## config.mk

```make
export PLATFORM = sky130hd
export DESIGN_NAME = wb_stage_reg
export DESIGN_NICKNAME = d
export VERILOG_FILES = /design/src/rtl/wb_stage_reg.sv
export SDC_FILE = /design/constraint.sdc
export NUM_CORES = 1
export LEC_CHECK = 0
export CORE_MARGIN = 1
export CORE_UTILIZATION = 45
export DETAILED_ROUTE_END_ITERATION = 10
export DONT_BUFFER_PORTS = 1
export GPL_ROUTABILITY_DRIVEN = 0
export PLACE_DENSITY = 0.66
export RECOVER_POWER = 100
export SLEW_MARGIN = 20
export SYNTH_ARGS = -nofsm -noshare
export SYNTH_HDL_FRONTEND = slang
export SYNTH_SLANG_ARGS = --single-unit
```

## constraint.sdc

```tcl
create_clock -name clk -period 2.55 [get_ports clk]
set_input_delay 0.3825 -clock clk [delete_from_list [all_inputs] [get_ports clk]]
set_output_delay 0.3825 -clock clk [all_outputs]
set_load 0.02 [all_outputs]
```

## src/rtl/wb_stage_reg.sv

```systemverilog
// rtl/wb_stage_reg.sv - MEM->WB stage register with valid/ready handshake and 2-entry skid buffer
// Optional stall-cycle counter enabled by defining WB_STAGE_REG_PERF_EN.
module wb_stage_reg #(
  parameter int DATA_W = 16,
  parameter int ADDR_W = 4,
  parameter int LANES  = 1
) (
  input  logic                      clk,
  input  logic                      rst,
  input  logic                      flush_i,
  input  logic                      in_valid,
  output logic                      in_ready,
  input  logic [LANES*DATA_W-1:0]   in_wData,
  input  logic [LANES-1:0]          in_wReg,
  input  logic [LANES*ADDR_W-1:0]   in_wRegAddr,
  output logic                      out_valid,
  input  logic                      out_ready,
  output logic [LANES*DATA_W-1:0]   out_wData,
  output logic [LANES-1:0]          out_wReg,
  output logic [LANES*ADDR_W-1:0]   out_wRegAddr,
  output logic [1:0]                occupancy
`ifdef WB_STAGE_REG_PERF_EN
  ,
  output logic [15:0]               stall_cnt
`endif
);

  typedef struct packed {
    logic [LANES*DATA_W-1:0] data;
    logic [LANES-1:0]        wreg;
    logic [LANES*ADDR_W-1:0] addr;
  } beat_t;

  typedef enum logic [1:0] {
    S_EMPTY = 2'd0,
    S_ONE   = 2'd1,
    S_FULL  = 2'd2
  } state_t;

  typedef enum logic [1:0] {
    M_HOLD = 2'd0,
    M_IN   = 2'd1,
    M_SKID = 2'd2,
    M_CLR  = 2'd3
  } main_op_t;

  typedef enum logic [1:0] {
    K_HOLD = 2'd0,
    K_IN   = 2'd1,
    K_CLR  = 2'd2
  } skid_op_t;

  state_t   state_q, state_d;
  main_op_t main_op;
  skid_op_t skid_op;
  beat_t    main_q, skid_q, in_beat;
  logic     in_xfer, out_xfer;

  // Handshake outputs depend only on registered state.
  assign in_ready  = (state_q != S_FULL);
  assign out_valid = (state_q != S_EMPTY);
  assign occupancy = state_q;

  assign in_xfer  = in_valid & in_ready;
  assign out_xfer = out_valid & out_ready;

  assign in_beat.data = in_wData;
  assign in_beat.wreg = in_wReg;
  assign in_beat.addr = in_wRegAddr;

  assign out_wData    = main_q.data;
  assign out_wReg     = main_q.wreg;
  assign out_wRegAddr = main_q.addr;

  always_ff @(posedge clk or negedge rst) begin
    if (!rst) begin
      state_q <= S_EMPTY;
    end else begin
      state_q <= state_d;
    end
  end

  always_comb begin
    state_d = state_q;
    main_op = M_HOLD;
    skid_op = K_HOLD;
    if (flush_i) begin
      state_d = S_EMPTY;
      main_op = M_CLR;
      skid_op = K_CLR;
    end else begin
      case (state_q)
        S_EMPTY: begin
          if (in_xfer) begin
            state_d = S_ONE;
            main_op = M_IN;
          end
        end
        S_ONE: begin
          if (in_xfer && out_xfer) begin
            main_op = M_IN;
          end else if (in_xfer) begin
            state_d = S_FULL;
            skid_op = K_IN;
          end else if (out_xfer) begin
            // Clearing main keeps write enables low while no beat is presented.
            state_d = S_EMPTY;
            main_op = M_CLR;
          end
        end
        S_FULL: begin
          if (out_xfer) begin
            state_d = S_ONE;
            main_op = M_SKID;
            skid_op = K_CLR;
          end
        end
        default: begin
          state_d = S_EMPTY;
          main_op = M_CLR;
          skid_op = K_CLR;
        end
      endcase
    end
  end

  always_ff @(posedge clk or negedge rst) begin
    if (!rst) begin
      main_q <= '0;
    end else begin
      case (main_op)
        M_IN:    main_q <= in_beat;
        M_SKID:  main_q <= skid_q;
        M_CLR:   main_q <= '0;
        default: main_q <= main_q;
      endcase
    end
  end

  always_ff @(posedge clk or negedge rst) begin
    if (!rst) begin
      skid_q <= '0;
    end else begin
      case (skid_op)
        K_IN:    skid_q <= in_beat;
        K_CLR:   skid_q <= '0;
        default: skid_q <= skid_q;
      endcase
    end
  end

`ifdef WB_STAGE_REG_PERF_EN
  // Saturating count of cycles where write-back held off a presented beat; flush does not clear it.
  always_ff @(posedge clk or negedge rst) begin
    if (!rst) begin
      stall_cnt <= 16'h0000;
    end else if (out_valid && !out_ready && (stall_cnt != 16'hFFFF)) begin
      stall_cnt <= stall_cnt + 16'h0001;
    end
  end
`endif

endmodule

```

==> out/results.ini, run 1 <==
[run_status]
status=complete, no violations

[floorplan]
ioPinCount=51
core_area_um2=4720
die_w_um=72.3
die_area_um2=5220
start_util_pct=47.0
rows=25
die_h_um=72.3

[logic_synthesis]
synth_seq_cells=44
yosysSeqAreaShare_pct=49.6
synth_area_um2=2220
netlist_instances=227
ys_top_cells_by_area=dfrtp_1, nand2b_1, a221o_1, o32ai_1, o21ai_1
synth_area_per_cell_um2=9.78
synth_fp_nets=254
yosysTopAreaCellShare_pct=49.6
yosysWarnings=0
yosysUniqueCellTypes=21
synth_area_leader_cell=dfrtp_1

[setup_path]
worstRegToRegCells=5
worstSetupPathType=reg -> reg
timing.rr.end=out_wData[3]$_DFFE_PN0P_
start_kind=flip-flop
worstPathRequired_ps=2780
worstSetupEndpointType=flip-flop
rrSetupSlack_ps=450
cp_max_fo=21
r2r-start=occupancy[1]$_DFFE_PN0P_
cp.arrival_ps=2340

[cells_and_area]
area_growth_pct=7.61
final_layout_size_suffix_gt1_share_pct=5.78
layout.nets=251
num_antenna_cells=0

[clocking]
hold_buffers=2
cts_resized=0
cts_sinks=44
worstSkewPairLatency_ps=300
h-tree-depth=2
cts_root_buf=clkbuf_8
post_cts_buffers=0
cts_tree=yes
max-clock-path-buffers=2
cts_buffers=5
cts.clk_slew.worst_paths_ps=80

[sta]
rsz0062_at_grt=false
setup_tns_ps=0
finalCritPeriodShare_pct=82.5
worst_slew_pin_slew_ps=1080
finalHoldViolations=0
min_period_ps=2100
skew_ps=5.08
slew_headroom_pct=28.0
finalWorstSetupSlack_ps=446
finalSetupViolations=0
slew_viol_final=0
clock.fmax_mhz=475

[job]
drv_cap=0

[power]
pwr-share-seq_pct=57.1
p_per_area_nw_per_um2=603
clkPwrFrac_pct=31.3
vdd_drop_max_uv=333
internal-power_mw=1.05
power.switching_mw=0.396
p_sw_share_pct=27.5
power_mw=1.44
leakage_nw=0.963
combPwrFrac_pct=11.6

[global_route]
grt_max_degree=49
antenna_found_initial=0
grt-ovfl-total=0
grt_pass1_vias=1598
grtUsageTotal_pct=20.0
grt_pass1_wl_mm=7.96

[route]
met1_length_mm=2.34
totalWireLength_mm=4.85
num_vias=1615
drt_iter0_markers=103
wl_met2_mm=2.13
avgViaCountPerCell=5.53
first_pass_iters=4
route.detailed.drc=0
wl_met3_um=309
highest_layer=met4
postRouteAntennaNets=0
avgRoutedWirePerCell_um=16.6

[hold_path]
worstHoldStart=flush_i
hold_path_depth=1
worstHoldEndpoint=occupancy[0]$_DFFE_PN0P_
worstHoldPathType=in -> reg

[placed_design]
place_hpwl_mm=2.92
place_ws_ps=507
port_buffers=0

worst max-delay path, stage by stage (launching register included):
cell	delay [ps]
dfrtp_1	350
clkbuf_1	450
nor2b_1	220
a2111oi_4	290
clkbuf_2	480
a221o_1	240
cell usage after synthesis:
cell type,count
or3b_1,2
o21ai_0,1
nand2_1,23
buf_1,2
buf_2,3
a221o_1,21
and3b_1,1
a211oi_1,1
or2_1,1
dfrtp_1,44
inv_1,21
o32ai_1,21
nand2b_1,45
clkbuf_1,14
nand3b_1,1
a31oi_1,1
nor2b_1,1
or3_1,1
a2111oi_2,1
ha_1,1
o21ai_1,21
cell families after synthesis:
logic type | count (synthesis) | share of synthesized area (%)
simple gates | 75 | 18.9
compound gates | 67 | 24.0
flops | 44 | 49.6
buf+inv | 40 | 6.93
fa+ha+maj | 1 | 0.563
sequential cells by signal (all words and copies together) (netlist names):
| name | count |
|---|---|
| skid_q | 21 |
| out_wRegAddr | 4 |
| occupancy | 2 |
| out_wReg | 1 |
| out_wData | 16 |
per-stage QoR:
step	utilization [%]	hold slack [ps]	instances	cell area (um^2)
after CTS	51.3	130	292	2420
after detailed placement	48.6	88.0	282	2290
final	50.6	143	292	2390
after global routing	50.6	121	292	2390
after global placement	48.6	87.8	282	2290
after floorplan	-	86.9	227	2220
per-layer routing:
metal,vias to the layer above,global-route usage (%)
met5,-,0
met2,43,29.4
met4,0,8.28
met1,767,27.1
met3,6,6.81
li1,799,-
power groups by stage:
stage / Combinational [mW] / Clock, mW / Sequential [mW]
final: 0.167 / 0.451 / 0.823
after detailed placement: 0.161 / 0 / 0.837
after global routing: 0.192 / 0.493 / 0.832
after CTS: 0.182 / 0.467 / 0.823
after global placement: 0.157 / 0 / 0.836
after floorplan: 0.135 / 0 / 0.830
cells in the final DEF (no fill, tap or decap):
cell            n
dfrtp_1        44
nand3b_1        1
or2_0           1
a221o_1        21
or3_1           1
dlygate4sd3_1   1
buf_4           4
clkbuf_8        6
a211oi_1        1
or3b_1          2
o32ai_1        21
a31oi_1         1
nand2b_1       45
clkbuf_1        4
o21ai_0        21
ha_1            1
inv_1          21
a2111oi_4       1
nor2b_1         1
o21ai_1         1
and3b_1         1
clkbuf_2        2
nand2_1        23
worst max-delay path by stage:
stage / slack (ps) / from / depth (start not counted) / end
2_1_floorplan: 220 / occupancy[1]$_DFFE_PN0P_ / 6 / skid_q[10]$_DFFE_PN0P_
3_3_place_gp: 570 / out_ready / 5 / skid_q[13]$_DFFE_PN0P_
3_5_place_dp: 510 / occupancy[1]$_DFFE_PN0P_ / 5 / skid_q[12]$_DFFE_PN0P_
4_1_cts: 490 / occupancy[1]$_DFFE_PN0P_ / 5 / skid_q[12]$_DFFE_PN0P_
5_1_grt: 310 / occupancy[1]$_DFFE_PN0P_ / 5 / skid_q[10]$_DFFE_PN0P_
6_report: 450 / occupancy[1]$_DFFE_PN0P_ / 5 / out_wData[3]$_DFFE_PN0P_
final cells by class:
type                    count  area (um^2)
repair buffers              9         57.6
fillers                   444         2330
flip-flops and latches     44         1100
well taps                  67         83.8
multi-input cells         143          978
inverters                  21         78.8
clock buffers               8         90.1
Note: power is estimated with default switching activity, not from simulation.
==> inputs of run 2 (changes only) <==
--- a/config.mk
+++ b/config.mk
@@ -10,7 +10,7 @@
 export DETAILED_ROUTE_END_ITERATION = 10
 export DONT_BUFFER_PORTS = 1
 export GPL_ROUTABILITY_DRIVEN = 0
-export PLACE_DENSITY = 0.66
+export PLACE_DENSITY = 0.68
 export RECOVER_POWER = 100
 export SLEW_MARGIN = 20
 export SYNTH_ARGS = -nofsm -noshare
==> constraint.sdc (replaced) <==
create_clock -name clk -period 1.8 [get_ports clk]
set_input_delay 0.27 -clock clk [delete_from_list [all_inputs] [get_ports clk]]
set_output_delay 0.27 -clock clk [all_outputs]
set_load 0.02 [all_outputs]
==> run 2 against run 1 <==
The flow now finishes with violations (setup timing). Die area did not move. Critical path depth rose by 1. Largest cell class unchanged. Combinational power rose by 68%. Global-route usage fell by 0.095 points. Core utilization rose by 2.2 points. Critical path type unchanged.
==> out/results.ini, run 2 (synthesis gave the netlist of run 1 again) <==
[run_status]
status=finished, violations left
violations=setup timing

[floorplan]
rows=25  ; unchanged
start_util_pct=47.0  ; unchanged
ioPinCount=51  ; unchanged
die_w_um=72.3  ; unchanged
die_area_um2=5220  ; unchanged
core_area_um2=4720  ; unchanged
die_h_um=72.3  ; unchanged

[sta]
finalCritPeriodShare_pct=101  ; +19 points
setup_tns_ps=-140  ; -140 ps
finalSetupViolations=21  ; +21
finalHoldViolations=0  ; unchanged
worst_slew_pin_slew_ps=1080  ; +1.06 ps
slew_viol_final=0  ; unchanged
slew_headroom_pct=27.9  ; -0.071 points
clock.fmax_mhz=550  ; +16%
min_period_ps=1820  ; -285 ps
finalWorstSetupSlack_ps=-19.2  ; -465 ps
holdWs_ps=23.6  ; -119 ps
skew_ps=9.32  ; +4.24 ps
rsz0062_at_grt=true

[route]
totalWireLength_mm=4.84  ; -0.10%
avgViaCountPerCell=5.66  ; +2.3%
route.detailed.drc=0  ; unchanged
num_vias=1674  ; +3.7%
drt_iter0_markers=117  ; +14%
postRouteAntennaNets=0  ; unchanged
first_pass_iters=4  ; unchanged
avgRoutedWirePerCell_um=16.4  ; -1.5%

[cells_and_area]
num_antenna_cells=0  ; unchanged
max_flop_register=skid_q
layout.nets=255  ; +1.6%
final_layout_size_suffix_gt1_share_pct=11.4  ; +5.6 points
layout_common_cells=nand2b_1, dfrtp_1, nand2_1
mostFrequentLayoutCell=nand2b_1
area_growth_pct=12.3
largest_reg_flops=21  ; unchanged

[setup_path]
path_delay_family=buffers and inverters
worstPathRequired_ps=1980  ; -800 ps
slowest_delay_ps=410  ; -70 ps
cpMostUsedCell=buf_4
worstSetupPathType=reg -> reg
cp_max_fo=8  ; -62%
critical_path_buf_inv_count=3  ; +1
start_kind=flip-flop
path_cells=buf_4 > nor2b_1 > a2111oi_4 > buf_4 > buf_4 > a221o_1
worstSetupEndpointType=flip-flop
slowest_stage=dfrtp_2
cp.arrival_ps=2000  ; -340 ps

[power]
internal-power_mw=1.51  ; +45%
combPwrFrac_pct=13.4  ; +1.8 points
p_per_area_nw_per_um2=836  ; +39%
leakage_nw=1.00  ; +4.3%
clkPwrFrac_pct=30.7  ; -0.6 points
vdd_drop_max_uv=486  ; +46%
pwr-share-seq_pct=55.9  ; -1.2 points
p_sw_share_pct=27.5  ; +0.046 points
power.switching_mw=0.574  ; +45%
power_mw=2.09  ; +45%

[global_route]
grt_pass1_vias=1646  ; +3.0%
grt-ovfl-total=0  ; unchanged
grtUsageTotal_pct=19.9  ; -0.095 points
grt_max_degree=49  ; unchanged
antenna_found_initial=0  ; unchanged
grt_pass1_wl_mm=7.98  ; +0.26%

[clocking]
cts_sinks=44  ; unchanged
cts_tree=yes
h-tree-depth=2  ; unchanged
cts_root_buf=clkbuf_8
worstSkewPairLatency_ps=300  ; about the same
cts.clk_slew.worst_paths_ps=80  ; about the same
max-clock-path-buffers=2  ; unchanged
cts_buffers=5  ; unchanged

[job]
drv_cap=0  ; unchanged

[hold_path]
worstHoldPathType=in -> reg

[placed_design]
place_hpwl_mm=3.11  ; +6.5%
port_buffers=0  ; unchanged
place_ws_ps=-13.4  ; -520 ps

[run 2: cell types whose count changed in the layout (fill, tap and decap cells not counted), moves of 3 or more]
| cell | change |
|---|---|
| o21ai_0 | -20 |
| o21ai_1 | +20 |
| buf_4 | +4 |
| buf_12 | +3 |
| clkbuf_1 | -3 |
[run 2: cell type report]
type / instances / area, um^2
Clock buffer: 7 / 86.3
Clock inverter: 1 / 7.51
Fill cell: 437 / 2230
Inverter: 21 / 78.8
Multi-Input combinational cell: 143 / 998
Sequential cell: 44 / 1100
Tap cell: 67 / 83.8
Timing Repair Buffer: 13 / 135
[run 2: worst reg2reg max path, cell delays in order (launching register included)]
cell,delay [ps]
dfrtp_2,410
buf_4,180
nor2b_1,310
a2111oi_4,90
buf_4,190
buf_4,170
a221o_1,350
[run 2: through the flow]
| step | cell area (um^2) | std cells | util [%] |
|---|---|---|---|
| 2_1_floorplan | 2290 | 227 | - |
| 3_3_place_gp | 2370 | 285 | 50.3 |
| 3_5_place_dp | 2370 | 285 | 50.3 |
| 4_1_cts | 2510 | 295 | 53.1 |
| 5_1_grt | 2490 | 296 | 52.8 |
| 6_report | 2490 | 296 | 52.8 |
[run 2: final timing paths]
| path | slack [ps] | end | startpoint | cells past startpoint |
|---|---|---|---|---|
| worst max-delay path | -20 | out_wRegAddr[1]$_DFFE_PN0P_ | occupancy[1]$_DFFE_PN0P_ | 6 |
| worst min-delay path | 20 | occupancy[0]$_DFFE_PN0P_ | flush_i | 1 |
| worst max register to register | -20 | out_wRegAddr[1]$_DFFE_PN0P_ | occupancy[1]$_DFFE_PN0P_ | 6 |
| worst min register to register | 490 | skid_q[9]$_DFFE_PN0P_ | skid_q[9]$_DFFE_PN0P_ | 2 |
| max in group asynchronous | 340 | occupancy[0]$_DFFE_PN0P_ | rst | 2 |
| min in group asynchronous | 720 | out_wData[14]$_DFFE_PN0P_ | rst | 2 |
[run 2: repair_timing]
action / 4_1_cts / 5_1_grt
setup buffers: 0 / 1
setup endpoints to repair: 15 / 37
hold buffers: 2 / 0
hold endpoints to repair: 44 / 0
pin swaps: 0 / 1
resized for setup: 1 / 1
[run 2: power by group through the flow]
stage | sequential [mW] | combinational [mW] | clock (mW)
floorplan | 1.18 | 0.212 | 0
global placement | 1.18 | 0.252 | 0
detailed placement | 1.18 | 0.259 | 0
CTS | 1.17 | 0.289 | 0.655
global route | 1.18 | 0.315 | 0.685
finish | 1.17 | 0.280 | 0.640
[run 2: layer usage]
metal,GRT usage (%),part of all wire (%)
met5,0,0
met4,7.19,1.4
met3,4.58,4.9
met2,32.5,47
met1,26.0,47
==> inputs of run 3 (changes only) <==
--- a/config.mk
+++ b/config.mk
@@ -5,12 +5,13 @@
 export SDC_FILE = /design/constraint.sdc
 export NUM_CORES = 1
 export LEC_CHECK = 0
+export ABC_AREA = 1
 export CORE_MARGIN = 1
-export CORE_UTILIZATION = 45
+export CORE_UTILIZATION = 56
 export DETAILED_ROUTE_END_ITERATION = 10
 export DONT_BUFFER_PORTS = 1
 export GPL_ROUTABILITY_DRIVEN = 0
-export PLACE_DENSITY = 0.68
+export PLACE_DENSITY = 0.8
 export RECOVER_POWER = 100
 export SLEW_MARGIN = 20
 export SYNTH_ARGS = -nofsm -noshare
==> run 3 against run 2 <==
Critical endpoint is now out_wData[2]$_DFFE_PN0P_. The flow now finishes without violations. Clock-buffer cell count is 1 lower. Power up 20%. Die area decreased by 18%.
==> out/results.ini, run 3 <==
[floorplan]
rows=22  ; -12%
start_util_pct=59.8  ; +13 points
die_area_um2=4260  ; -18%
die_h_um=65.2  ; -9.7%
ioPinCount=51  ; unchanged
die_w_um=65.2  ; -9.7%
core_area_um2=3740  ; -21%

[placed_design]
placed_area_um2=2270  ; -4.3%
place_hpwl_mm=3.41  ; +9.7%
port_buffers=0  ; unchanged
place_inst=334  ; +17%

[sta]
clock.fmax_mhz=596  ; +8.5%
finalCritPeriodShare_pct=93.2  ; -7.9 points
worst_slew_pin_slew_ps=1070  ; -10.0 ps
min_period_ps=1680  ; -142 ps
rsz0062_at_grt=true
skew_ps=8.32  ; -1.00 ps
slew_viol_final=0  ; unchanged
finalHoldViolations=0  ; unchanged
finalSetupViolations=0  ; -100%
holdWs_ps=107  ; +83.1 ps
setup_tns_ps=0  ; +140 ps
slew_headroom_pct=28.6  ; +0.67 points

[logic_synthesis]
synthArstFlopShare_pct=100  ; unchanged
synthFlopType=dfrtp_1
synth_seq_cells=44  ; unchanged
netlist_instances=293  ; +29%
yosysWarnings=0  ; unchanged
synth_area_per_cell_um2=7.64  ; -22%
yosysTopAreaCellShare_pct=49.2  ; -0.42 points
synth_area_leader_cell=dfrtp_1
synth_fp_nets=320  ; +26%
yosysUniqueCellTypes=21  ; unchanged
synth_area_um2=2240  ; +0.85%
synthTopCellsByCount=nand2_1, nand3_1, dfrtp_1
yosysSeqAreaShare_pct=49.2  ; -0.42 points
synth_edf_count=0  ; unchanged
ys_top_cells_by_area=dfrtp_1, nand2_1, nand3_1, buf_6, buf_4
yosysMostFrequentCell=nand2_1

[cells_and_area]
layout.nets=323  ; +27%
max_flop_register=skid_q
layout_common_cells=nand2_1, nand3_1, dfrtp_1
fin_area_um2=2430  ; -2.7%
fillers=319  ; -27%
final_layout_size_suffix_gt1_share_pct=11.4  ; +0.094 points
multi_input_area_um2=983  ; -1.5%
final_cell_count_no_fill=345  ; +17%
largest_reg_flops=21  ; unchanged
regArea_um2=1100  ; -0.23%
area_growth_pct=8.32
mostFrequentLayoutCell=nand2_1
num_antenna_cells=0  ; unchanged

[global_route]
gr-usage-met2_pct=40.7  ; +8.2 points
grt_pass1_vias=1844  ; +12%
grt_max_degree=45  ; -8.2%
grt_use_met1_pct=38.9  ; +13 points
grt-ovfl-total=0  ; unchanged
antenna_found_initial=0  ; unchanged
grt_util_met3_pct=6.60  ; +2.0 points
grt.busiest_layer=met2
grtUsageTotal_pct=27.3  ; +7.4 points
grt_pass1_wl_mm=8.90  ; +11%

[route]
avgViaCountPerCell=5.61  ; -0.72%
totalWireLength_mm=5.32  ; +9.8%
num_vias=1937  ; +16%
postRouteAntennaNets=0  ; unchanged
drt_iter0_markers=256  ; +120%
first_pass_iters=5  ; +1
route.detailed.drc=0  ; unchanged
avgRoutedWirePerCell_um=15.4  ; -5.8%

[clocking]
h-tree-depth=2  ; unchanged
cts.clk_slew.worst_paths_ps=80  ; about the same
cts_root_buf=clkbuf_8
max-clock-path-buffers=2  ; unchanged
cts_tree=yes
worstSkewPairLatency_ps=300  ; about the same
cts_buffers=5  ; unchanged
cts_sinks=44  ; unchanged

[setup_path]
timing.rr.end=out_wData[2]$_DFFE_PN0P_
cp.arrival_ps=1920  ; -80 ps
r2r-start=occupancy[0]$_DFFE_PN0P_
start_kind=flip-flop
rrSetupSlack_ps=120  ; +140 ps
worstSetupPathType=reg -> reg
worstPathRequired_ps=2040  ; +60 ps
worstSetupEndpointType=flip-flop
startpoint=occupancy[0]$_DFFE_PN0P_
cp_max_fo=20  ; +12
crit_end=out_wData[2]$_DFFE_PN0P_
worstRegToRegCells=8  ; +2

[hold_path]
hold_path_depth=2  ; +1
worstHoldPathType=in -> reg

[job]
drv_cap=0  ; unchanged

[power]
power_mw=2.50  ; +20%
vdd_drop_max_uv=579  ; +19%
leakage_nw=1.35  ; +35%
p_per_area_nw_per_um2=1030  ; +23%

[run_status]
status=complete, no violations

## run 3: changes by cell type after synthesis, moves of 5 or more
| cell | delta |
|---|---|
| nand3_1 | +65 |
| nand2_1 | +114 |
| buf_6 | +5 |
| a221o_1 | -21 |
| nand2b_1 | -45 |
| o32ai_1 | -21 |
| o21ai_1 | -20 |
| clkbuf_1 | -10 |
| inv_1 | -13 |
## run 3: repair_timing
action	4_1_cts	5_1_grt
hold buffers	2	0
endpoints found under the setup margin	0	21
resized for setup	0	2
hold endpoints to repair	44	0
setup buffers	0	0
## run 3: report_power, final
part           switching (mW)  internal (mW)
clock network           0.340          0.454
logic                   0.289          0.143
registers               0.160           1.11
total                   0.789           1.71
## run 3: how the worst min path moves through the flow
stage / end / slack, ps / from
final: skid_q[11]$_DFFE_PN0P_ / 110 / in_wData[6]
after global routing: skid_q[8]$_DFFE_PN0P_ / 110 / in_wData[3]
after CTS: skid_q[3]$_DFFE_PN0P_ / 100 / in_wRegAddr[3]
after detailed placement: occupancy[0]$_DFFE_PN0P_ / -20 / rst
after global placement: occupancy[0]$_DFFE_PN0P_ / -20 / rst
after floorplan: occupancy[0]$_DFFE_PN0P_ / -30 / rst
## run 3: cell families after synthesis
logic type      count (synthesis)  synth area share (%)
compound gates                  3                  1.17
fa+ha+maj                       1                 0.559
buf+inv                        30                  7.65
flops                          44                  49.2
simple gates                  215                  41.5
## run 3: layout make-up
cell class	count	area share, %
inverters	11	1.75
clock inverters	2	1.60
multi-input cells	220	40.5
flip-flops and latches	44	45.4
well taps	48	2.48
clock buffers	6	3.40
repair buffers	14	4.85
## run 3: per-layer routing
| layer | up-vias | share of wire, % |
|---|---|---|
| li1 | 944 | - |
| met1 | 878 | 42 |
| met2 | 107 | 46 |
| met3 | 8 | 10 |
| met4 | 0 | 1.4 |
| met5 | - | 0 |
## run 3: critical path: stages, from the launching register on
cell        delay [ps]
dfrtp_1            400
buf_4              200
clkinvlp_2         170
nand2_1            130
nor2_2              50
a21oi_4            190
buf_4              270
nand3_1            110
nand2_1            100
## run 3: per-stage QoR
step | utilization (%) | setup WS [ps]
final | 64.8 | 123
after global routing | 64.8 | -17.1
after CTS | 65.0 | 119
after detailed placement | 60.7 | 127
after global placement | 60.7 | 133
after floorplan | - | 44.1
